**src/rtl/envelope_gen_pkg.sv**
```systemverilog
// Shared types for the per-track envelope stage: packet layout and envelope state encoding.
package envelope_gen_pkg;

  localparam int PACKET_SIZE = 24;

  typedef logic [PACKET_SIZE-1:0] packetType;

  typedef enum logic [2:0] {
    IDLE    = 3'd0,
    ATTACK  = 3'd1,
    DECAY   = 3'd2,
    SUSTAIN = 3'd3,
    RELEASE = 3'd4
  } envState_t;

  // 8x8 product, keep the upper byte: (peak * num) >> 8.
  function automatic logic [7:0] sus_level(input logic [7:0] peak, input logic [7:0] num);
    logic [15:0] prod;
    prod = {8'd0, peak} * {8'd0, num};
    return prod[15:8];
  endfunction

endpackage

```
**src/rtl/envelope_gen_if.sv**
```systemverilog
// Note-packet lane into and out of one envelope stage; the slave side is the envelope itself.
interface envelope_gen_if;
  import envelope_gen_pkg::*;

  packetType notePacketIn;
  packetType notePacketOut;
  envState_t envState;

  modport master (output notePacketIn, input notePacketOut, input envState);
  modport slave  (input notePacketIn, output notePacketOut, output envState);

endinterface

```
**src/rtl/envelope_gen_tick.sv**
```systemverilog
// Free-running prescaler: one-cycle tick every STEP_DIV clocks, first tick STEP_DIV cycles after reset.
// Kept separate so several tracks can share a single instance.
module env_tick #(
  parameter int STEP_DIV = 4096
) (
  input  logic clk,
  input  logic reset,
  output logic tick_o
);

  localparam int CW = (STEP_DIV > 2) ? $clog2(STEP_DIV) : 1;
  localparam logic [CW-1:0] LAST = CW'(STEP_DIV - 1);

  logic [CW-1:0] cnt_q, cnt_d;

  assign tick_o = (cnt_q == LAST);
  assign cnt_d  = tick_o ? '0 : cnt_q + CW'(1);

  always_ff @(posedge clk) begin
    if (reset) cnt_q <= '0;
    else       cnt_q <= cnt_d;
  end

endmodule

```
**src/rtl/envelope_gen.sv**
```systemverilog
// ADSR shaping of a raw note packet: detects note-on/off/volume events, ramps the volume byte.
// Latency 1 cycle from input or tick to output; no backpressure, input may change every cycle.
module envelope_gen
  import envelope_gen_pkg::*;
#(
  parameter int STEP_DIV     = 4096,
  parameter int ATTACK_STEP  = 8,
  parameter int DECAY_STEP   = 2,
  parameter int RELEASE_STEP = 4,
  parameter int SUSTAIN_NUM  = 192
) (
  input  logic           clk,
  input  logic           reset,
  envelope_gen_if.slave  bus
);

  envState_t   state_q, state_d;
  logic [7:0]  level_q, level_d;
  logic [7:0]  peak_q, peak_d;
  logic [15:0] tune_q, tune_d;
  packetType   out_q;
  envState_t   st_out_q;

  logic        tick;
  logic [15:0] t_in;
  logic [7:0]  v_in;
  logic        note_on, active;
  logic [7:0]  sus;
  logic [8:0]  lvl9, sus9, peak9;

  env_tick #(.STEP_DIV(STEP_DIV)) u_tick (
    .clk    (clk),
    .reset  (reset),
    .tick_o (tick)
  );

  assign t_in    = bus.notePacketIn[23:8];
  assign v_in    = bus.notePacketIn[7:0];
  assign note_on = (t_in != 16'd0) && (v_in != 8'd0);
  assign active  = (state_q == ATTACK) || (state_q == DECAY) || (state_q == SUSTAIN);
  assign sus     = sus_level(peak_q, 8'(SUSTAIN_NUM));
  assign lvl9    = {1'b0, level_q};
  assign sus9    = {1'b0, sus};
  assign peak9   = {1'b0, peak_q};

  always_comb begin
    state_d = state_q;
    level_d = level_q;
    peak_d  = peak_q;
    tune_d  = tune_q;

    if (note_on && (state_q == IDLE || state_q == RELEASE || t_in != tune_q)) begin
      tune_d  = t_in;
      peak_d  = v_in;
      state_d = ATTACK;
    end else if (!note_on && active) begin
      state_d = RELEASE;
    end else if (note_on && active && v_in != peak_q) begin
      peak_d = v_in;
    end else if (tick) begin
      case (state_q)
        IDLE: level_d = 8'd0;
        ATTACK: begin
          if (level_q > peak_q) begin
            state_d = DECAY;
          end else if (lvl9 + 9'(ATTACK_STEP) >= peak9) begin
            level_d = peak_q;
            state_d = DECAY;
          end else begin
            level_d = level_q + 8'(ATTACK_STEP);
          end
        end
        DECAY: begin
          if (lvl9 <= sus9 + 9'(DECAY_STEP)) begin
            level_d = sus;
            state_d = SUSTAIN;
          end else begin
            level_d = level_q - 8'(DECAY_STEP);
          end
        end
        SUSTAIN: begin
          // Follows sus in both directions so later volume changes are tracked smoothly.
          if (level_q > sus) begin
            level_d = (lvl9 <= sus9 + 9'(DECAY_STEP)) ? sus : level_q - 8'(DECAY_STEP);
          end else if (level_q < sus) begin
            level_d = (lvl9 + 9'(DECAY_STEP) >= sus9) ? sus : level_q + 8'(DECAY_STEP);
          end
        end
        RELEASE: begin
          if (lvl9 <= 9'(RELEASE_STEP)) begin
            level_d = 8'd0;
            state_d = IDLE;
          end else begin
            level_d = level_q - 8'(RELEASE_STEP);
          end
        end
        default: state_d = IDLE;
      endcase
    end
  end

  always_ff @(posedge clk) begin
    if (reset) begin
      state_q  <= IDLE;
      level_q  <= 8'd0;
      peak_q   <= 8'd0;
      tune_q   <= 16'd0;
      out_q    <= '0;
      st_out_q <= IDLE;
    end else begin
      state_q  <= state_d;
      level_q  <= level_d;
      peak_q   <= peak_d;
      tune_q   <= tune_d;
      // tuneWord is only exposed while the track is audible, and drops together with level 0.
      out_q    <= {(state_d != IDLE) ? tune_d : 16'd0, level_d};
      st_out_q <= state_d;
    end
  end

  assign bus.notePacketOut = out_q;
  assign bus.envState      = st_out_q;

endmodule

```
**src/flat_wrapper.sv**
```systemverilog
// flat-port wrapper written by rule: the top's interface ports become plain ports
module envelope_gen_flat import envelope_gen_pkg::*;
#(
  parameter int STEP_DIV     = 4096,
  parameter int ATTACK_STEP  = 8,
  parameter int DECAY_STEP   = 2,
  parameter int RELEASE_STEP = 4,
  parameter int SUSTAIN_NUM  = 192
)
  (clk, reset, bus_notePacketIn, bus_notePacketOut, bus_envState);
  envelope_gen_if bus_i ();
  input  logic clk;
  input  logic reset;
  input wire logic [$bits(bus_i.notePacketIn)-1:0] bus_notePacketIn;
  output wire logic [$bits(bus_i.notePacketOut)-1:0] bus_notePacketOut;
  output wire logic [$bits(bus_i.envState)-1:0] bus_envState;
  assign bus_i.notePacketIn = bus_notePacketIn;
  assign bus_notePacketOut = bus_i.notePacketOut;
  assign bus_envState = bus_i.envState;
  envelope_gen #(.STEP_DIV(STEP_DIV), .ATTACK_STEP(ATTACK_STEP), .DECAY_STEP(DECAY_STEP), .RELEASE_STEP(RELEASE_STEP), .SUSTAIN_NUM(SUSTAIN_NUM)) u_core (.clk(clk), .reset(reset), .bus(bus_i));
endmodule
```
**config.mk**
```make
export PLATFORM = sky130hd
export DESIGN_NAME = envelope_gen_flat
export DESIGN_NICKNAME = d
export VERILOG_FILES = /design/src/rtl/envelope_gen_pkg.sv /design/src/rtl/envelope_gen_if.sv /design/src/rtl/envelope_gen_tick.sv /design/src/rtl/envelope_gen.sv /design/src/flat_wrapper.sv
export SDC_FILE = /design/constraint.sdc
export NUM_CORES = 1
export LEC_CHECK = 0
export BUFFER_PORTS_ARGS = -buffer_cell sky130_fd_sc_hd__buf_2
export CAP_MARGIN = 20
export CORE_MARGIN = 4
export CORE_UTILIZATION = 30
export DETAILED_ROUTE_END_ITERATION = 10
export HOLD_SLACK_MARGIN = 0.12
export PLACE_DENSITY = 0.45
export RECOVER_POWER = 100
export SKIP_LAST_GASP = 1
export SLEW_MARGIN = 20
export SYNTH_ARGS = -nofsm -noshare
export SYNTH_HDL_FRONTEND = slang
export SYNTH_HIERARCHICAL = 1
export SYNTH_SLANG_ARGS = --single-unit
```
**constraint.sdc**
```tcl
create_clock -name clk -period 3.59 [get_ports clk]
set_input_delay 0.1795 -clock clk [delete_from_list [all_inputs] [get_ports clk]]
set_output_delay 0.1795 -clock clk [all_outputs]
set_load 0.05 [all_outputs]
```
==> impl_results.md, run 1 <==
- Clock sink count: 63
- #FFs+latches synth: between 60 and 70
- Core Footprint: between 15,000 and 20,000 µm²
- PwrDens: 339 nW/µm²
- Total number of H-tree levels: 3
- Reg2Reg Depth: 16
- DRT antenna net count: 0
- Clock root buffer: clkbuf_16
- Via count: 4,724
- Final Max Tran Viols: 0
- Most common cell in the synthesized netlist: dfxtp_1
- Compound-gate portion of the synthesized area: 17.9%
- Setup_tns: -0.0895 ns
- Syn Nets: 655
- Synthesized cell area: around 5000 µm²
- Row cnt: 46
- Global-route wire length before repair: 24,800 µm
- Largest family of logic cells by synthesized area: simple AND/OR/NAND/NOR gates
- Least-Margin Pin Slew: approximately 0.71 ns
- Multiplexer area fraction after synthesis: 7.99%
- Vias per std cell: 5.14
- Register area share after synthesis: 25.3%
- Final #Nets: 779
- Crit path required time: between 3 and 4 ns
- Synth top area cells: dfxtp_1 (25%), ha_1 (14%), mux2i_1 (7.2%)
- Share of layout cells above drive strength 1: 28.7%
- Avg WL per Cell: roughly 17 µm
- Gr usage total: 16.8%
- Post-synthesis simple-gate area fraction: a little over a fifth
- CTS tree: built
- Most used cell, CP: inv_2
- WL final: 15,500 µm
- VDD IR-drop max: 249 µV
- Cts hold-fix bufs: 0
- Cell count after placement: 895
- Clk slew on worst S/H paths: 0.05 ns
- Slowest-stage cell, CP: or4b_4
- Clock buffer depth: 2
- Initial Utilization: 31.0%
- Hold Path Stages: 3
- Async S/R FF share, synth: 0%
- Diode count: 0
- Fin crit period: 3.64 ns
- Top delay family on crit path: simple AND/OR/NAND/NOR gates
- Final hold violations: 0
- Top cells by count, synth: dfxtp_1 (63), ha_1 (54), nor2_1 (54)
- Setup violators final: 3
- Worst path depth: 16
- Vias in the first global route: 4,742
- Type of the worst setup path: reg -> reg
- Post-Synthesis Cells: 574
- CP Launch Type: flop
- Worst Hold Class: in -> reg
- Slowest stage delay, CP: 0.53 ns
- Grt total ovfl: 0
- Post-Synth Adder-Cell Area: 14.0%
- Max FO, Critical Path: 4
- Clk Latency, worst-skew pair: ~0.33 ns
- Final core utilization: about 41%
- Max transition margin: between 50% and 60%
- Post-synthesis xor/xnor area fraction: 9.53%
- IO Port Bufs: 52
- Critical-path cell list: inv_2 -> fa_2 -> nand2b_4 -> a21o_1 -> a211oi_4 -> inv_2 -> ha_4 -> nand4_1 -> or4b_4 -> or4_4 -> o2bb2ai_4 -> nor4_4 -> buf_4 -> buf_6 -> nor2_2 -> a311oi_2
- Io pins: 53
- Failing checks: negative setup slack
- Pre-Repair DR Iteration Count: 5
- Finished Layout Cells: approximately 920
- Largest net degree at the start of global routing: 45
- Max cap viols: 0
- Area grow syn2layout: 33.6%
- Outcome: finished, violations left
- Worst slack at placement: -0.163 ns
- Main synth FF type: dfxtp_1
- Die Y: approximately 140 µm
- Total power draw: 2.25 mW
- Critical Path End Type: flop
- Final worst slack: -0.0514 ns
- Yosys cell types: 75
- Worst Path Arrival: 3.84 ns
- DPL Wire Length: 12,200 µm
- Gp weighted congestion: 0.914
- Die outline width: 137 µm
- Filler cell count: 1,621
- Area leader, netlist: dfxtp_1
- Leakage: 2.85 nW
- Initial antenna violation count: 0
- Syn Area/Cell: approximately 8.7 µm²
- Number of synthesis warnings: 6
- Fin crit share: 101%
- F_max: about 0.27 GHz
- Synth top area share: around 25%
- RSZ-0062 raised after global routing: yes
- Num CTS Buffers: 9
- WP buf/inv: 4
- Die area: 18,700 µm²
- Initial DRC Count: 202
- Number of synthesized flops with an enable pin: 0
- Drt drc: 0
- Skew final: 0.00830 ns
timing repair:
item / in CTS / in global routing
cloned: 0 / 0
setup buffers: 8 / 2
endpoints found under the setup margin: 9 / 9
resized for setup: 32 / 16
pin swaps: 18 / 11
cells by family (layout without fill, tap and decap cells):
kind of cell	after synthesis	count (layout)
AO/OA/AOI/OAI	116	116
flip-flops	63	63
AND/OR/NAND/NOR	195	195
buffers and inverters	54	183
adder cells (fa/ha/maj)	55	55
multiplexers	39	39
XOR/XNOR	52	52
registers in the layout, indices dropped and copies added (netlist names):
| name | cells |
|---|---|
| u_core/bus.envState | 3 |
| u_core/peak_q | 8 |
| u_core/level_q | 8 |
| u_core/bus.notePacketOut | 16 |
| u_core/u_tick/cnt_q | 12 |
| u_core/tune_q | 16 |
routing by layer:
metal | global-route usage [%] | wire, µm
met3 | 2.57 | 623
met5 | 0 | 0
met1 | 21.7 | 7140
met4 | 5.38 | 337
met2 | 28.8 | 7410
area by class of cell:
type,count,area (µm²),share of cell area (%)
multi-input cells,457,3760,56.6
flip-flops and latches,63,1280,19.3
repair buffers,130,855,12.9
well taps,216,270,4.06
clock buffers,12,267,4.01
inverters,37,139,2.09
clock inverters,4,75.1,1.13
report_power, final:
group          internal [mW]  switching (mW)  total, mW
registers              0.728          0.0208      0.749
logic                  0.232           0.293      0.525
clock network          0.666           0.314      0.979
cells in the final DEF, fill, tap and decap left out, types with 4 or more instances in the layout:
| master | count |
|---|---|
| clkbuf_16 | 9 |
| buf_6 | 6 |
| and3_1 | 4 |
| a211oi_1 | 5 |
| nand3_1 | 12 |
| a21oi_1 | 25 |
| o21ai_0 | 19 |
| xnor2_1 | 37 |
| nor3b_1 | 4 |
| nand4_1 | 15 |
| inv_1 | 33 |
| or3_1 | 5 |
| inv_2 | 4 |
| o21ai_1 | 4 |
| ha_4 | 6 |
| o21ai_2 | 5 |
| ha_1 | 46 |
| nor4_1 | 7 |
| mux2i_1 | 35 |
| o22ai_1 | 4 |
| nand2_1 | 35 |
| o211ai_1 | 4 |
| buf_2 | 31 |
| dfxtp_1 | 56 |
| xor2_1 | 12 |
| dfxtp_4 | 5 |
| a21o_1 | 4 |
| nor2_1 | 51 |
| clkbuf_1 | 21 |
| nor3_1 | 25 |
| buf_4 | 71 |
| nor2b_1 | 6 |
through the flow:
stage	hold slack [ns]	cell area, µm²
after floorplan	0.326	5070
after global placement	0.442	6050
final	0.141	6650
after global routing	0.160	6650
after detailed placement	0.453	6050
after CTS	0.128	6600
path summary, 6_finish.rpt:
check,startpoint,slack [ns],to
worst max-delay path,u_core/peak_q[1]$_SDFFE_PP0P_,-0.05,u_core/level_q[6]$_SDFFE_PP0P_
worst min-delay path,bus_notePacketIn[6],0.14,u_core/peak_q[6]$_SDFFE_PP0P_
worst max register to register,u_core/peak_q[1]$_SDFFE_PP0P_,-0.05,u_core/level_q[6]$_SDFFE_PP0P_
worst min register to register,u_core/u_tick/cnt_q[0]$_SDFF_PP0_,0.46,u_core/u_tick/cnt_q[0]$_SDFF_PP0_
worst register-to-register path: cells and delay by family, from the launching register on:
kind,cells,cell delay [ns]
fa+ha+maj,2,0.67
simple gates,6,1.44
compound gates,4,0.61
flops,1,0.36
buf+inv,4,0.43
Note: power is estimated with default switching activity, not from simulation.
==> run 2: changes to the inputs <==
--- a/config.mk
+++ b/config.mk
@@ -7,11 +7,13 @@
 export LEC_CHECK = 0
 export BUFFER_PORTS_ARGS = -buffer_cell sky130_fd_sc_hd__buf_2
 export CAP_MARGIN = 20
+export CELL_PAD_IN_SITES_DETAIL_PLACEMENT = 1
+export CELL_PAD_IN_SITES_GLOBAL_PLACEMENT = 1
 export CORE_MARGIN = 4
 export CORE_UTILIZATION = 30
 export DETAILED_ROUTE_END_ITERATION = 10
 export HOLD_SLACK_MARGIN = 0.12
-export PLACE_DENSITY = 0.45
+export PLACE_DENSITY = 0.56
 export RECOVER_POWER = 100
 export SKIP_LAST_GASP = 1
 export SLEW_MARGIN = 20
==> run 2 against run 1 <==
Against the previous run:
- via count up 1.2%
- sequential cell count unchanged
- utilization down 0.23 points
- highest routed layer unchanged
- the run ends with max-capacitance violations, max-slew violations, negative setup slack left
- critical path type unchanged
- setup slack worse by 0.063 ns
- clock power up 4%
- critical endpoint is now u_core/level_q[3]$_SDFFE_PP0P_
- wire length up 8.9%
- worst hold slack better by 0.0022 ns
- sequential power about the same
- combinational power about the same
- maximum frequency down 1.7%
- global-route usage up 1.4 points
==> impl_results.md, run 2 (synthesized netlist as in run 1, its figures left out) <==
- Core Footprint: 16,100 µm²
- Clock buffer depth: 2
- Outcome: finished, violations left
- CTS tree: built
- DPL Wire Length: around 13,000 µm
- Final core utilization: 41.2%
- Clk slew on worst S/H paths: ~0.06 ns
- Failing checks: max-capacitance violations, max-slew violations, negative setup slack
- Most common cell after layout, fill and taps aside: buf_4
- Least-Margin Pin Slew: 1.55 ns
- VDD IR-drop max: 228 µV
- Clock sink count: 63
- Drt drc: 0
- Finished Cell Area: approximately 6600 µm²
- Initial DRC Count: between 150 and 200
- Max FO, Critical Path: 5
- Worst slack at placement: -0.279 ns
- Share of layout cells above drive strength 1: 26.6%
- Row cnt: 46
- Critical Path End Type: flop
- Worst Hold Class: in -> reg
- Setup violators final: 8
- RSZ-0062 raised after global routing: yes
- Grt total ovfl: 0
- Fin crit share: 103%
- Num CTS Buffers: 9
- Setup_tns: -0.549 ns
- Final hold violations: 0
- Post-DP Area: around 6000 µm²
- Vias per std cell: between 5 and 6
- Final worst slack: -0.114 ns
- F_max: roughly 0.27 GHz
- Final Max Tran Viols: 9
- Io pins: 53
- Total power draw: ~2.3 mW
- WHS: 0.143 ns
- CP startpoint: u_core/peak_q[1]$_SDFFE_PP0P_
- Commonest non-fill, non-tap cells in the layout: buf_4 (71), dfxtp_1 (56), nor2_1 (51), ha_1 (46)
- Die area: roughly 19,000 µm²
- Avg WL per Cell: 18.3 µm
- DRT antenna net count: 0
- Max cap viols: 1
- Worst Path Arrival: 3.91 ns
- Crit path required time: around 3.8 ns
- HP Start: bus_notePacketIn[5]
- Reg2reg start: u_core/peak_q[1]$_SDFFE_PP0P_
- Max transition margin: -4.54%
- PwrDens: 348 nW/µm²
- IO Port Bufs: 52
- Total number of H-tree levels: 3
- Gp weighted congestion: 0.856
- Skew final: 0.00970 ns
- Global-route wire length before repair: 26,800 µm
- WL final: 16,900 µm
- Final #Nets: 782
- Finished Layout Cells: 922
- Cell count after placement: 894
- Gr usage total: ~18%
- Pre-Repair DR Iteration Count: 4
- Initial antenna violation count: 0
- Die Y: approximately 140 µm
- Largest net degree at the start of global routing: 57
- Via count: about 4,800
- Die outline width: 137 µm
- Area grow syn2layout: 32.8%
- Fin crit period: roughly 3.7 ns
- Clk Latency, worst-skew pair: 0.33 ns
- Initial Utilization: 31.0%
- CP Launch Type: flop
- Leakage: between 2 and 3 nW
- Vias in the first global route: slightly below 5,000
- Type of the worst setup path: reg -> reg
- Clock root buffer: clkbuf_16
- Diode count: 0
## run 2: cell count changes in the layout (fill, tap and decap cells not counted), moves of 3 or more
cell      change
clkbuf_1     +13
dfxtp_4       -3
buf_2         -8
dfxtp_2       +3
## run 2: layout make-up
type / count / area, µm²
fill: 1882 / 9450
multi-input combinational: 457 / 3750
sequential: 63 / 1270
timing repair buffer: 133 / 828
tap: 216 / 270
clock buffer: 11 / 264
inverter: 37 / 141
clock inverter: 5 / 86.3
## run 2: power by group
| group | switching, mW | internal (mW) |
|---|---|---|
| clock | 0.346 | 0.674 |
| combinational | 0.298 | 0.231 |
| sequential | 0.0212 | 0.729 |
## run 2: metal layers
metal	share of wire, %	GRT usage [%]	up-vias	wire length, µm
li1	-	-	2345	-
met1	46	24.1	2321	7850
met2	48	31.3	86	8190
met3	3.0	2.06	28	501
met4	2.1	5.16	0	356
met5	0	0	-	0
## run 2: worst paths after layout
check,cells past startpoint,slack (ns),endpoint
worst max register to register,15,-0.11,u_core/level_q[3]$_SDFFE_PP0P_
worst min-delay path,3,0.14,u_core/peak_q[5]$_SDFFE_PP0P_
worst max-delay path,15,-0.11,u_core/level_q[3]$_SDFFE_PP0P_
worst min register to register,1,0.47,u_core/u_tick/cnt_q[0]$_SDFF_PP0_
## run 2: worst max-delay path: stages (launching register included)
cell	delay [ns]
dfxtp_4	0.37
inv_2	0.05
fa_2	0.41
nand2b_4	0.18
a21o_1	0.18
a211oi_4	0.26
inv_2	0.08
ha_4	0.28
nand4_1	0.12
or4b_4	0.53
or4_4	0.44
o2bb2ai_4	0.15
nor4_4	0.07
buf_4	0.19
nand2_1	0.15
o21ai_0	0.12
## run 2: timing repair
action                     in CTS  in global routing
pin swaps                       8                 16
gates resized for setup        19                 26
setup buffers                   5                  7
setup endpoints to repair       9                  9
hold buffers                    0                  0
